<file path="src/rtl/cc_demux_router.sv">
// -----------------------------------------------------------------------------
// cc_demux_router
//
// Registered 1-to-8 demultiplexer. One producer stream with a valid/ready
// handshake is steered to one of eight consumer channels. Each channel owns a
// one-entry output register with its own valid/ready handshake, so a stalled
// consumer only blocks words addressed to that consumer.
//
// Ports
//   CC_DEMUX_CLOCK_50           in   clock, rising edge
//   CC_DEMUX_RESET_InHigh       in   asynchronous active-high reset
//   CC_DEMUX_data_InBUS         in   producer data
//   CC_DEMUX_selection_InBUS    in   destination channel, qualified by valid_In
//   CC_DEMUX_valid_In           in   producer presents a word
//   CC_DEMUX_ready_Out          out  word accepted this cycle (combinational)
//   CC_DEMUX_dataN_OutBUS       out  channel N data, registered (N = 0..7)
//   CC_DEMUX_validN_Out         out  channel N holds a word, registered
//   CC_DEMUX_readyN_In          in   channel N consumer takes the word
//   CC_DEMUX_drop_count_OutBUS  out  saturating count of discarded words
//                                    (present only with the macro below)
//
// Build option
//   CC_DEMUX_DROP_COUNT_EN  undefined: selects >= 8 are routed to channel 0.
//                           defined:   selects >= 8 are accepted and discarded,
//                                      and a saturating 8-bit counter
//                                      records each discard.
// -----------------------------------------------------------------------------
module cc_demux_router #(
  parameter int DATAWIDTH_MUX_SELECTION = 4,
  parameter int DATAWIDTH_BUS           = 8
) (
  input  logic                               CC_DEMUX_CLOCK_50,
  input  logic                               CC_DEMUX_RESET_InHigh,
  input  logic [DATAWIDTH_BUS-1:0]           CC_DEMUX_data_InBUS,
  input  logic [DATAWIDTH_MUX_SELECTION-1:0] CC_DEMUX_selection_InBUS,
  input  logic                               CC_DEMUX_valid_In,
  output logic                               CC_DEMUX_ready_Out,
  output logic [DATAWIDTH_BUS-1:0]           CC_DEMUX_data0_OutBUS,
  output logic [DATAWIDTH_BUS-1:0]           CC_DEMUX_data1_OutBUS,
  output logic [DATAWIDTH_BUS-1:0]           CC_DEMUX_data2_OutBUS,
  output logic [DATAWIDTH_BUS-1:0]           CC_DEMUX_data3_OutBUS,
  output logic [DATAWIDTH_BUS-1:0]           CC_DEMUX_data4_OutBUS,
  output logic [DATAWIDTH_BUS-1:0]           CC_DEMUX_data5_OutBUS,
  output logic [DATAWIDTH_BUS-1:0]           CC_DEMUX_data6_OutBUS,
  output logic [DATAWIDTH_BUS-1:0]           CC_DEMUX_data7_OutBUS,
  output logic                               CC_DEMUX_valid0_Out,
  output logic                               CC_DEMUX_valid1_Out,
  output logic                               CC_DEMUX_valid2_Out,
  output logic                               CC_DEMUX_valid3_Out,
  output logic                               CC_DEMUX_valid4_Out,
  output logic                               CC_DEMUX_valid5_Out,
  output logic                               CC_DEMUX_valid6_Out,
  output logic                               CC_DEMUX_valid7_Out,
  input  logic                               CC_DEMUX_ready0_In,
  input  logic                               CC_DEMUX_ready1_In,
  input  logic                               CC_DEMUX_ready2_In,
  input  logic                               CC_DEMUX_ready3_In,
  input  logic                               CC_DEMUX_ready4_In,
  input  logic                               CC_DEMUX_ready5_In,
  input  logic                               CC_DEMUX_ready6_In,
  input  logic                               CC_DEMUX_ready7_In
`ifdef CC_DEMUX_DROP_COUNT_EN
  ,
  output logic [7:0]                         CC_DEMUX_drop_count_OutBUS
`endif
);

  localparam int NCH = 8;
  // Channel count expressed in the select width, so the range test below is
  // a same-width comparison.
  localparam logic [DATAWIDTH_MUX_SELECTION-1:0] NCH_SEL = DATAWIDTH_MUX_SELECTION'(NCH);

  // ---------------------------------------------------------------------------
  // Channel state
  // ---------------------------------------------------------------------------
  logic [DATAWIDTH_BUS-1:0] r_data [NCH];
  logic [NCH-1:0]           r_valid;

  logic [NCH-1:0]           w_ready_ch;   // consumer ready, gathered into a vector
  logic [NCH-1:0]           w_free;       // channel can take a word this cycle
  logic [NCH-1:0]           w_load;       // one-hot load strobe (at most one bit)
  logic                     w_in_range;   // select addresses a real channel
  logic [2:0]               w_ch;         // decoded destination channel
  logic                     w_accept;     // input handshake completes this cycle

  assign w_ready_ch = {CC_DEMUX_ready7_In, CC_DEMUX_ready6_In,
                       CC_DEMUX_ready5_In, CC_DEMUX_ready4_In,
                       CC_DEMUX_ready3_In, CC_DEMUX_ready2_In,
                       CC_DEMUX_ready1_In, CC_DEMUX_ready0_In};

  assign w_in_range = (CC_DEMUX_selection_InBUS < NCH_SEL);

  // A full channel is still free when its consumer drains it on this edge;
  // that is what gives back-to-back throughput on a single channel.
  assign w_free = ~r_valid | w_ready_ch;

  // ---------------------------------------------------------------------------
  // Destination decode and input handshake
  // ---------------------------------------------------------------------------
`ifdef CC_DEMUX_DROP_COUNT_EN
  logic       w_drop;
  logic [7:0] r_drop_count;

  // Out-of-range selects have nowhere to go, so they are always accepted and
  // thrown away; w_ch is then irrelevant because no load strobe fires.
  assign w_ch               = CC_DEMUX_selection_InBUS[2:0];
  assign CC_DEMUX_ready_Out = w_in_range ? w_free[w_ch] : 1'b1;
  assign w_accept           = CC_DEMUX_valid_In & CC_DEMUX_ready_Out;
  assign w_drop             = w_accept & ~w_in_range;

  always_comb begin
    w_load = '0;
    if (w_accept && w_in_range) begin
      w_load[w_ch] = 1'b1;
    end
  end

  // Saturating discard counter; only reset clears it.
  always_ff @(posedge CC_DEMUX_CLOCK_50 or posedge CC_DEMUX_RESET_InHigh) begin
    if (CC_DEMUX_RESET_InHigh) begin
      r_drop_count <= 8'h00;
    end else if (w_drop && (r_drop_count != 8'hFF)) begin
      r_drop_count <= r_drop_count + 8'h01;
    end
  end

  assign CC_DEMUX_drop_count_OutBUS = r_drop_count;
`else
  // Out-of-range selects fall back to channel 0, like the matching 8:1 mux.
  assign w_ch               = w_in_range ? CC_DEMUX_selection_InBUS[2:0] : 3'd0;
  assign CC_DEMUX_ready_Out = w_free[w_ch];
  assign w_accept           = CC_DEMUX_valid_In & CC_DEMUX_ready_Out;

  always_comb begin
    w_load = '0;
    if (w_accept) begin
      w_load[w_ch] = 1'b1;
    end
  end
`endif

  // ---------------------------------------------------------------------------
  // Per-channel one-entry output registers
  // ---------------------------------------------------------------------------
  genvar gi;
  generate
    for (gi = 0; gi < NCH; gi++) begin : g_ch
      always_ff @(posedge CC_DEMUX_CLOCK_50 or posedge CC_DEMUX_RESET_InHigh) begin
        if (CC_DEMUX_RESET_InHigh) begin
          r_valid[gi] <= 1'b0;
          r_data[gi]  <= '0;
        end else if (w_load[gi]) begin
          // Load wins over drain: a simultaneous drain-and-load keeps valid
          // high with the new word, so there is no bubble.
          r_valid[gi] <= 1'b1;
          r_data[gi]  <= CC_DEMUX_data_InBUS;
        end else if (r_valid[gi] && w_ready_ch[gi]) begin
          // Plain drain: data is left holding its last value.
          r_valid[gi] <= 1'b0;
        end
      end
    end
  endgenerate

  // ---------------------------------------------------------------------------
  // Output fan-out
  // ---------------------------------------------------------------------------
  assign CC_DEMUX_data0_OutBUS = r_data[0];
  assign CC_DEMUX_data1_OutBUS = r_data[1];
  assign CC_DEMUX_data2_OutBUS = r_data[2];
  assign CC_DEMUX_data3_OutBUS = r_data[3];
  assign CC_DEMUX_data4_OutBUS = r_data[4];
  assign CC_DEMUX_data5_OutBUS = r_data[5];
  assign CC_DEMUX_data6_OutBUS = r_data[6];
  assign CC_DEMUX_data7_OutBUS = r_data[7];

  assign CC_DEMUX_valid0_Out = r_valid[0];
  assign CC_DEMUX_valid1_Out = r_valid[1];
  assign CC_DEMUX_valid2_Out = r_valid[2];
  assign CC_DEMUX_valid3_Out = r_valid[3];
  assign CC_DEMUX_valid4_Out = r_valid[4];
  assign CC_DEMUX_valid5_Out = r_valid[5];
  assign CC_DEMUX_valid6_Out = r_valid[6];
  assign CC_DEMUX_valid7_Out = r_valid[7];

endmodule

</file>
<file path="config.mk">
export PLATFORM = sky130hd
export DESIGN_NAME = cc_demux_router
export DESIGN_NICKNAME = d
export VERILOG_FILES = /design/src/rtl/cc_demux_router.sv
export SDC_FILE = /design/constraint.sdc
export NUM_CORES = 1
export LEC_CHECK = 0
export ABC_CLOCK_PERIOD_IN_PS = 2440
export CORE_MARGIN = 3
export CORE_UTILIZATION = 35
export DETAILED_ROUTE_END_ITERATION = 12
export MAX_ROUTING_LAYER = met4
export SLEW_MARGIN = 10
export SYNTH_ARGS = -nofsm -noshare
export SYNTH_HDL_FRONTEND = slang
export SYNTH_SLANG_ARGS = --single-unit
export TNS_END_PERCENT = 20
</file>
<file path="constraint.sdc">
create_clock -name CC_DEMUX_CLOCK_50 -period 2.44 [get_ports CC_DEMUX_CLOCK_50]
set_input_delay 0.366 -clock CC_DEMUX_CLOCK_50 [delete_from_list [all_inputs] [get_ports CC_DEMUX_CLOCK_50]]
set_output_delay 0.366 -clock CC_DEMUX_CLOCK_50 [all_outputs]
set_load 0.05 [all_outputs]
</file>
# Word-level counts from Yosys, hierarchy flattened
# Index checks and enable logic that the tools add are counted.
[word_totals]
mem_count = 0
register_bits = 72
ramBits = 0
output_inout_bits = 73
latch_bits = 0
wordCells = 61
mem_bits_ro = 0
inputBits = 23
[classes]
shift = 0
n_reduce_logical = 17
n_lt_le_gt_ge = 3
n_div = 0
n_eq_ne = 0
add_sub_neg = 0
mux = 22
mul = 0
n_bitwise = 3
[op_table]
columns = ["op", "n"]
rows = [
  ["2-to-1 mux 1 bit", 18],
  ["nonzero test 2 bit", 8],
  ["logical AND 1 bit", 9],
  ["2-to-1 mux 8 bit", 1],
  ["NOT 8 bit", 1],
  ["OR 8 bit", 1],
  ["< comparator 3 x 4 -> 1 bit, second input constant", 1],
  ["< comparator 4 bit, second input constant", 1],
  ["binary-select mux 1 bit (select 3 bit)", 1],
  ["demux 1 bit (select 3 bit)", 1],
  [">= comparator 3 x 1 -> 1 bit, second input constant", 1],
  ["2-to-1 mux 3 bit", 1],
  ["AND 1 bit", 1],
]

# Longest topological paths before layout
# Gate-level depths: netlist of the first run.
[logic_depth]
ltp_word = 8
ltp_mapped = 6
depth_no_buf = 4

# Worst setup path after synthesis of the first run
# No wires, ideal clock.
[synth_timing]
path_kind = "reg2out"
start = "register r_valid[7], in the netlist CC_DEMUX_valid7_Out"
end = "output CC_DEMUX_ready_Out"
t_arrival_ns = 2.107
setup_slack_ns = -0.033
required_time_ns = 2.074
path_stages_with_launch = 5
path_buffers = 0
path_cell_list = "dfrtp_1 > and4b_1 > o311ai_0 > o311ai_0 > a31oi_1"
[synth_between]
elab_chain_cells = 4
[synth_rtl]
columns = ["item", "line_no", "source"]
rows = [
  ["from (decl)", "77", "logic [NCH-1:0] r_valid;"],
  ["from (signal, indexed assignment)", "150", "r_valid[gi] <= 1'b0;"],
  ["from (signal, indexed assignment)", "155", "r_valid[gi] <= 1'b1;"],
  ["from (signal, indexed assignment)", "159", "r_valid[gi] <= 1'b0;"],
  ["NOT 8 bit", "95", "assign w_free = ~r_valid | w_ready_ch;"],
  ["OR 8 bit", "95", ""],
  ["binary-select mux 1 bit (select 3 bit)", "131", "assign CC_DEMUX_ready_Out = w_free[w_ch];"],
  ["2-to-1 mux 1 bit (not written as such)", "131", ""],
  ["to (decl)", "37", "output logic CC_DEMUX_ready_Out,"],
]
# No other way between the ends. The select of a mux whose other input is x is not followed.

# Final worst setup path of the first run
[layout_timing]
start = "input CC_DEMUX_selection_InBUS[0]"
end = "output CC_DEMUX_ready_Out"
[layout_between]
elab_chain_cells = 4
[layout_rtl]
columns = ["item", "line_no", "source"]
rows = [
  ["from (decl)", "35", "input logic [DATAWIDTH_MUX_SELECTION-1:0] CC_DEMUX_selection_InBUS,"],
  ["< comparator 4 bit", "91", "assign w_in_range = (CC_DEMUX_selection_InBUS < NCH_SEL);"],
  ["2-to-1 mux 3 bit *", "130", "assign w_ch = w_in_range ? CC_DEMUX_selection_InBUS[2:0] : 3'd0;"],
  ["binary-select mux 1 bit (select 3 bit) *", "131", ""],
  ["2-to-1 mux 1 bit (not written as such) *", "131", ""],
]
# Every way passes the cells marked *; elsewhere a longest branch is shown, timed or not. The select of a mux whose other input is x is not followed.

==> run metrics, run 1 <==
TNS Setup 0 ps; via/cell ratio 4.690; Synth async-reset ratio 100.0%; Post-synth EDFFs 0; Most used DFF post-synth dfrtp_1; wire per inst 17.32 um; P&R area growth vs syn 50.52%; postcts setup bufs 0; number of top-level pins 96; CP Cell Sequence clkdlybuf4s50_1 -> and4b_1 -> o311ai_1 -> o311ai_1 -> a31oi_2 -> buf_12; antenna cells 0; Slew headroom 55.79%; met2 WL 2.952 mm; pre-CTS setup slack 19.76 ps; Crit path depth 6; delay-heaviest family, CP compound AO/OA/AOI/OAI gates; setup ws final 158.1 ps; Pwr Total 4.579 mW; Tcrit/Tclk final 93.52%; CP max stage delay 490 ps; CTS tree built; Reg clk slew, reported paths 80 ps; # rows 32; drt drc 0; placed inst area 4053 um^2; Synth Area in Adders 0%; CP endpoint kind output pin; final instance area 4313 um^2; Seq cells post-synth 72; vias in the first global route 2026; Reg2Reg Depth 4; Core Box Area 7848 um^2; CP Data Required Time 2070 ps; Post-Syn Nets 211; clk buf depth 2; Die Wd 96.48 um; number of buffers created by CTS 9; CTS Hold Bufs 0; Worst Path Max Fanout 6; Total Wirelength 7.049 mm; CP bufs+invs 2; crit path kind in -> out; Setup-failing EPs final 0; Die ar. 9308 um^2; Vias 1909; syn_area_per_cell 15.24 um^2; GRT Util Overall 16.95%; GRT overflow 0; layout cells sized above 1 32.13%; maximum vdd drop 0.6359 mV; initial antenna violation count 0; initial DRC count 38; count of cell types in the netlist 27; critical path launch point type input pin; R2R Path End CC_DEMUX_data3_OutBUS[1]; FF-to-FF setup slack 980 ps; r2r startpoint CC_DEMUX_valid3_Out; post-route core utilization 54.96%; largest net degree at the start of global routing 29; Clock Latency Late Sink 340 ps; slew at the pin closest to its max-slew limit 662.2 ps; Final ANT Viol Nets 0; Initial Util 36.51%; Simple-Gate Fraction of Synth Area 8.297%; Post-Syn Area 2865 um^2; Pre-antenna DRT Iters 4; status finished, final reports clean; commonest non-fill, non-tap cell in the layout clkdlybuf4s50_1; Final nets 323; CP most frequent cell o311ai_1; # Max-Cap Violations 0; cell leakage power 1.873 nW; clock sink count 72; Final HPWL DP 4.956 mm; hold_ws 435.0 ps; minimum clock period 2282 ps; clock root buffer master clkbuf_8; CP Capture Point CC_DEMUX_ready_Out; max-slew violations 0; pwr dens 1062 nW/um^2; die height 96.48 um; port bufs 95; Compound-Gate Fraction of Synth Area 1.703%; Critical Path Start CC_DEMUX_selection_InBUS[0]; post-synthesis xor/xnor area fraction 0%; main combinational cell family by area after synthesis multiplexers; CTS H-Tree Depth 3; Syn Inst Count 188; CP max-delay cell clkdlybuf4s50_1; uppermost routed layer met4; Worst EP arrival 1920 ps; first-pass GRT wire length 11.18 mm; most frequent cells in the layout clkdlybuf4s50_1 (94), dfrtp_1 (72), mux2_2 (64), clkbuf_8 (9); sequential area share after synthesis 62.88%; mux cell area share after synthesis 25.50%; met3 WL post-DR 635 um; fin cells 407; clock skew 8.389 ps; dpl cells 391; Placer Congestion 0.7990; final hold vios 0; RSZ-0062 raised after global routing false; Min-Delay Path Class in -> async; fmax 438.2 MHz; post-route met1 wirelength 3.410 mm; synth warn 0
-- cell type report --
type	count	area [um^2]
clock buffer	11	131.4
clock inverter	5	128.9
fill	708	3535
inverter	5	18.77
multi-input combinational	106	1023
sequential	72	1802
tap	102	127.6
timing repair buffer	106	1081
-- logic make-up after synthesis --
| group | after synthesis |
|---|---|
| AOI/OAI and AO/OA | 6 |
| buffers and inverters | 10 |
| DFF | 72 |
| muxes | 65 |
| and+or+nand+nor | 35 |
-- report_power, final --
part | internal, mW | switching [mW]
logic | 0.646 | 1.16
registers | 1.44 | 0.123
clock network | 0.786 | 0.426
-- sequential cells by signal, indices dropped and copies added, names as in the netlist, 8 cells and up --
signal                 flops
CC_DEMUX_data0_OutBUS      8
CC_DEMUX_data2_OutBUS      8
CC_DEMUX_data7_OutBUS      8
CC_DEMUX_data3_OutBUS      8
CC_DEMUX_data6_OutBUS      8
CC_DEMUX_data1_OutBUS      8
CC_DEMUX_data5_OutBUS      8
CC_DEMUX_data4_OutBUS      8
-- worst min path at each step --
stage / from / end
floorplan: CC_DEMUX_data_InBUS[0] / CC_DEMUX_data2_OutBUS[0]
global route: CC_DEMUX_RESET_InHigh / CC_DEMUX_data5_OutBUS[6]
global placement: CC_DEMUX_data0_OutBUS[2] / CC_DEMUX_data0_OutBUS[2]
finish: CC_DEMUX_RESET_InHigh / CC_DEMUX_data5_OutBUS[6]
CTS: CC_DEMUX_RESET_InHigh / CC_DEMUX_data5_OutBUS[6]
detailed placement: CC_DEMUX_data2_OutBUS[4] / CC_DEMUX_data2_OutBUS[4]
-- metal layers --
metal  GRT usage, %  vias up
li1               -      898
met1          23.02      940
met2          23.22       68
met3          7.514        3
met4          4.206        0
met5              -        -
-- timing repair --
item / in CTS / in global routing
setup endpoints to repair: 0 / 1
endpoints found under the hold margin: 0 / 0
resized for setup: 0 / 2
-- synth_stat cells, drive strengths merged (2+ instances only) --
cell / count / area share [%]
dfrtp: 72 / 63
mux2: 64 / 25
nand2: 8 / 1.0
nand2b: 8 / 1.7
buf: 5 / 0.96
inv: 5 / 0.66
nor3b: 3 / 1.2
and4: 2 / 0.61
nand3: 2 / 0.70
nor2: 2 / 0.26
nor2b: 2 / 0.44
o311ai: 2 / 0.61
No activity file was read; power rests on OpenSTA's default activity.
==> run 2, diff against run 1 <==
CORE_UTILIZATION = 45   (was 35)
PLACE_DENSITY = 0.79   (was unset)
==> run 2 against run 1 <==
Against the previous run: via count rose by 1.1%; global-route usage grew 3.9 points; total power fell by 4.3%; clock power fell by 17%; core utilization increased by 15 points.
==> run metrics, run 2 (synthesis gave the netlist of run 1 again) <==
minimum clock period 2243 ps; setup ws final 197.3 ps; clock skew 5.940 ps; Pwr Total 4.383 mW; Core Box Area 6026 um^2; slew at the pin closest to its max-slew limit 673.6 ps; Placer Congestion 0.7738; Die Wd 85.80 um; initial DRC count 86; CP Data Required Time 2070 ps; Vias 1930; via/cell ratio 5.106; port bufs 95; GRT Util Overall 20.86%; commonest non-fill, non-tap cell in the layout clkdlybuf4s50_1; Worst EP arrival 1880 ps; Tcrit/Tclk final 91.91%; placed inst area 3991 um^2; CTS Hold Bufs 0; layout cells sized above 1 31.68%; final instance area 4204 um^2; antenna cells 0; clk buf depth 2; Setup-failing EPs final 0; fmax 445.9 MHz; CTS H-Tree Depth 3; CP max-delay cell clkdlybuf4s50_1; die height 85.80 um; clock root buffer master clkbuf_8; final hold vios 0; CP endpoint kind output pin; first-pass GRT wire length 11.14 mm; largest net degree at the start of global routing 49; Final nets 321; number of buffers created by CTS 9; CTS tree built; CP max stage delay 480 ps; Reg clk slew, reported paths 70 ps; number of top-level pins 96; Min-Delay Path Class in -> async; pwr dens 1043 nW/um^2; critical path launch point type input pin; Total Wirelength 6.978 mm; # Max-Cap Violations 0; Die ar. 7361 um^2; Worst Path Max Fanout 5; Final ANT Viol Nets 0; P&R area growth vs syn 46.72%; Initial Util 47.55%; Final HPWL DP 4.855 mm; status finished, final reports clean; clock sink count 72; most frequent cells in the layout clkdlybuf4s50_1 (94), dfrtp_1 (72), mux2_2 (64), clkbuf_8 (9); hold_ws 403.3 ps; initial antenna violation count 0; wire per inst 18.46 um; vias in the first global route 2142; Clock Latency Late Sink 330 ps; drt drc 0; GRT overflow 0; cell leakage power 1.834 nW; RSZ-0062 raised after global routing false; Pre-antenna DRT Iters 4; TNS Setup 0 ps; CP Cell Sequence clkdlybuf4s50_1 -> and4b_1 -> o311ai_1 -> o311ai_1 -> a31oi_2 -> buf_12; Slew headroom 54.96%; crit path kind in -> out; max-slew violations 0; maximum vdd drop 0.8232 mV; CP most frequent cell o311ai_1; pre-CTS setup slack 101.0 ps; # rows 28
[run 2: area by class of cell]
cell class	instances	area, um^2
Timing Repair Buffer	104	1054
Multi-Input combinational cell	106	1023
Tap cell	75	93.84
Clock buffer	11	131.4
Inverter	5	18.77
Clock inverter	5	81.33
Fill cell	466	1822
Sequential cell	72	1802
[run 2: final timing paths]
| path | from | end | depth (start not counted) | slack, ps |
|---|---|---|---|---|
| setup / recovery | CC_DEMUX_selection_InBUS[0] | CC_DEMUX_ready_Out | 6 | 200 |
| hold / removal | CC_DEMUX_RESET_InHigh | CC_DEMUX_data2_OutBUS[4] | 2 | 400 |
| setup reg to reg | CC_DEMUX_valid3_Out | CC_DEMUX_data3_OutBUS[7] | 4 | 1000 |
| hold reg to reg | CC_DEMUX_data0_OutBUS[1] | CC_DEMUX_data0_OutBUS[1] | 1 | 500 |
| max in group asynchronous | CC_DEMUX_RESET_InHigh | CC_DEMUX_data2_OutBUS[1] | 3 | 1390 |
| min in group CC_DEMUX_CLOCK_50 | CC_DEMUX_data0_OutBUS[1] | CC_DEMUX_data0_OutBUS[1] | 1 | 500 |
[run 2: what timing repair did]
item / in CTS / in global routing
resized for setup: 0 / 2
hold endpoints to repair: 0 / 0
setup endpoints to repair: 0 / 1
setup buffers: 0 / 0
[run 2: critical path: cells and delay by family]
family                 cells  cell delay [ps]
AO/OA/AOI/OAI              3              640
AND/OR/NAND/NOR            1              230
buffers and inverters      2              640
[run 2: metal layers]
layer / track usage [%] / share of wire, % / up-vias
li1: - / - / 889
met5: - / 0 / -
met3: 7.877 / 8.3 / 8
met1: 26.45 / 44 / 966
met4: 6.475 / 1.1 / 0
met2: 31.29 / 46 / 67
[run 2: where the power goes]
group          leakage, nW  internal [mW]  switching [mW]
combinational        0.841          0.643            1.16
clock                0.104          0.576           0.424
sequential           0.889           1.44           0.137
[run 2: metrics by stage]
step	utilization, %	instances
finish	69.77	378
global route	69.77	378
global placement	66.24	362
detailed placement	66.24	362
floorplan	-	188
CTS	69.77	378
==> run 3, diff against run 2 <==
HOLD_SLACK_MARGIN = 0.06   (was unset)
SKIP_LAST_GASP = 1   (was unset)
SLEW_MARGIN = unset   (was 10)
==> results of run 3 <==
Same layout as run 2: the final DEF is identical, and so are final timing and power.
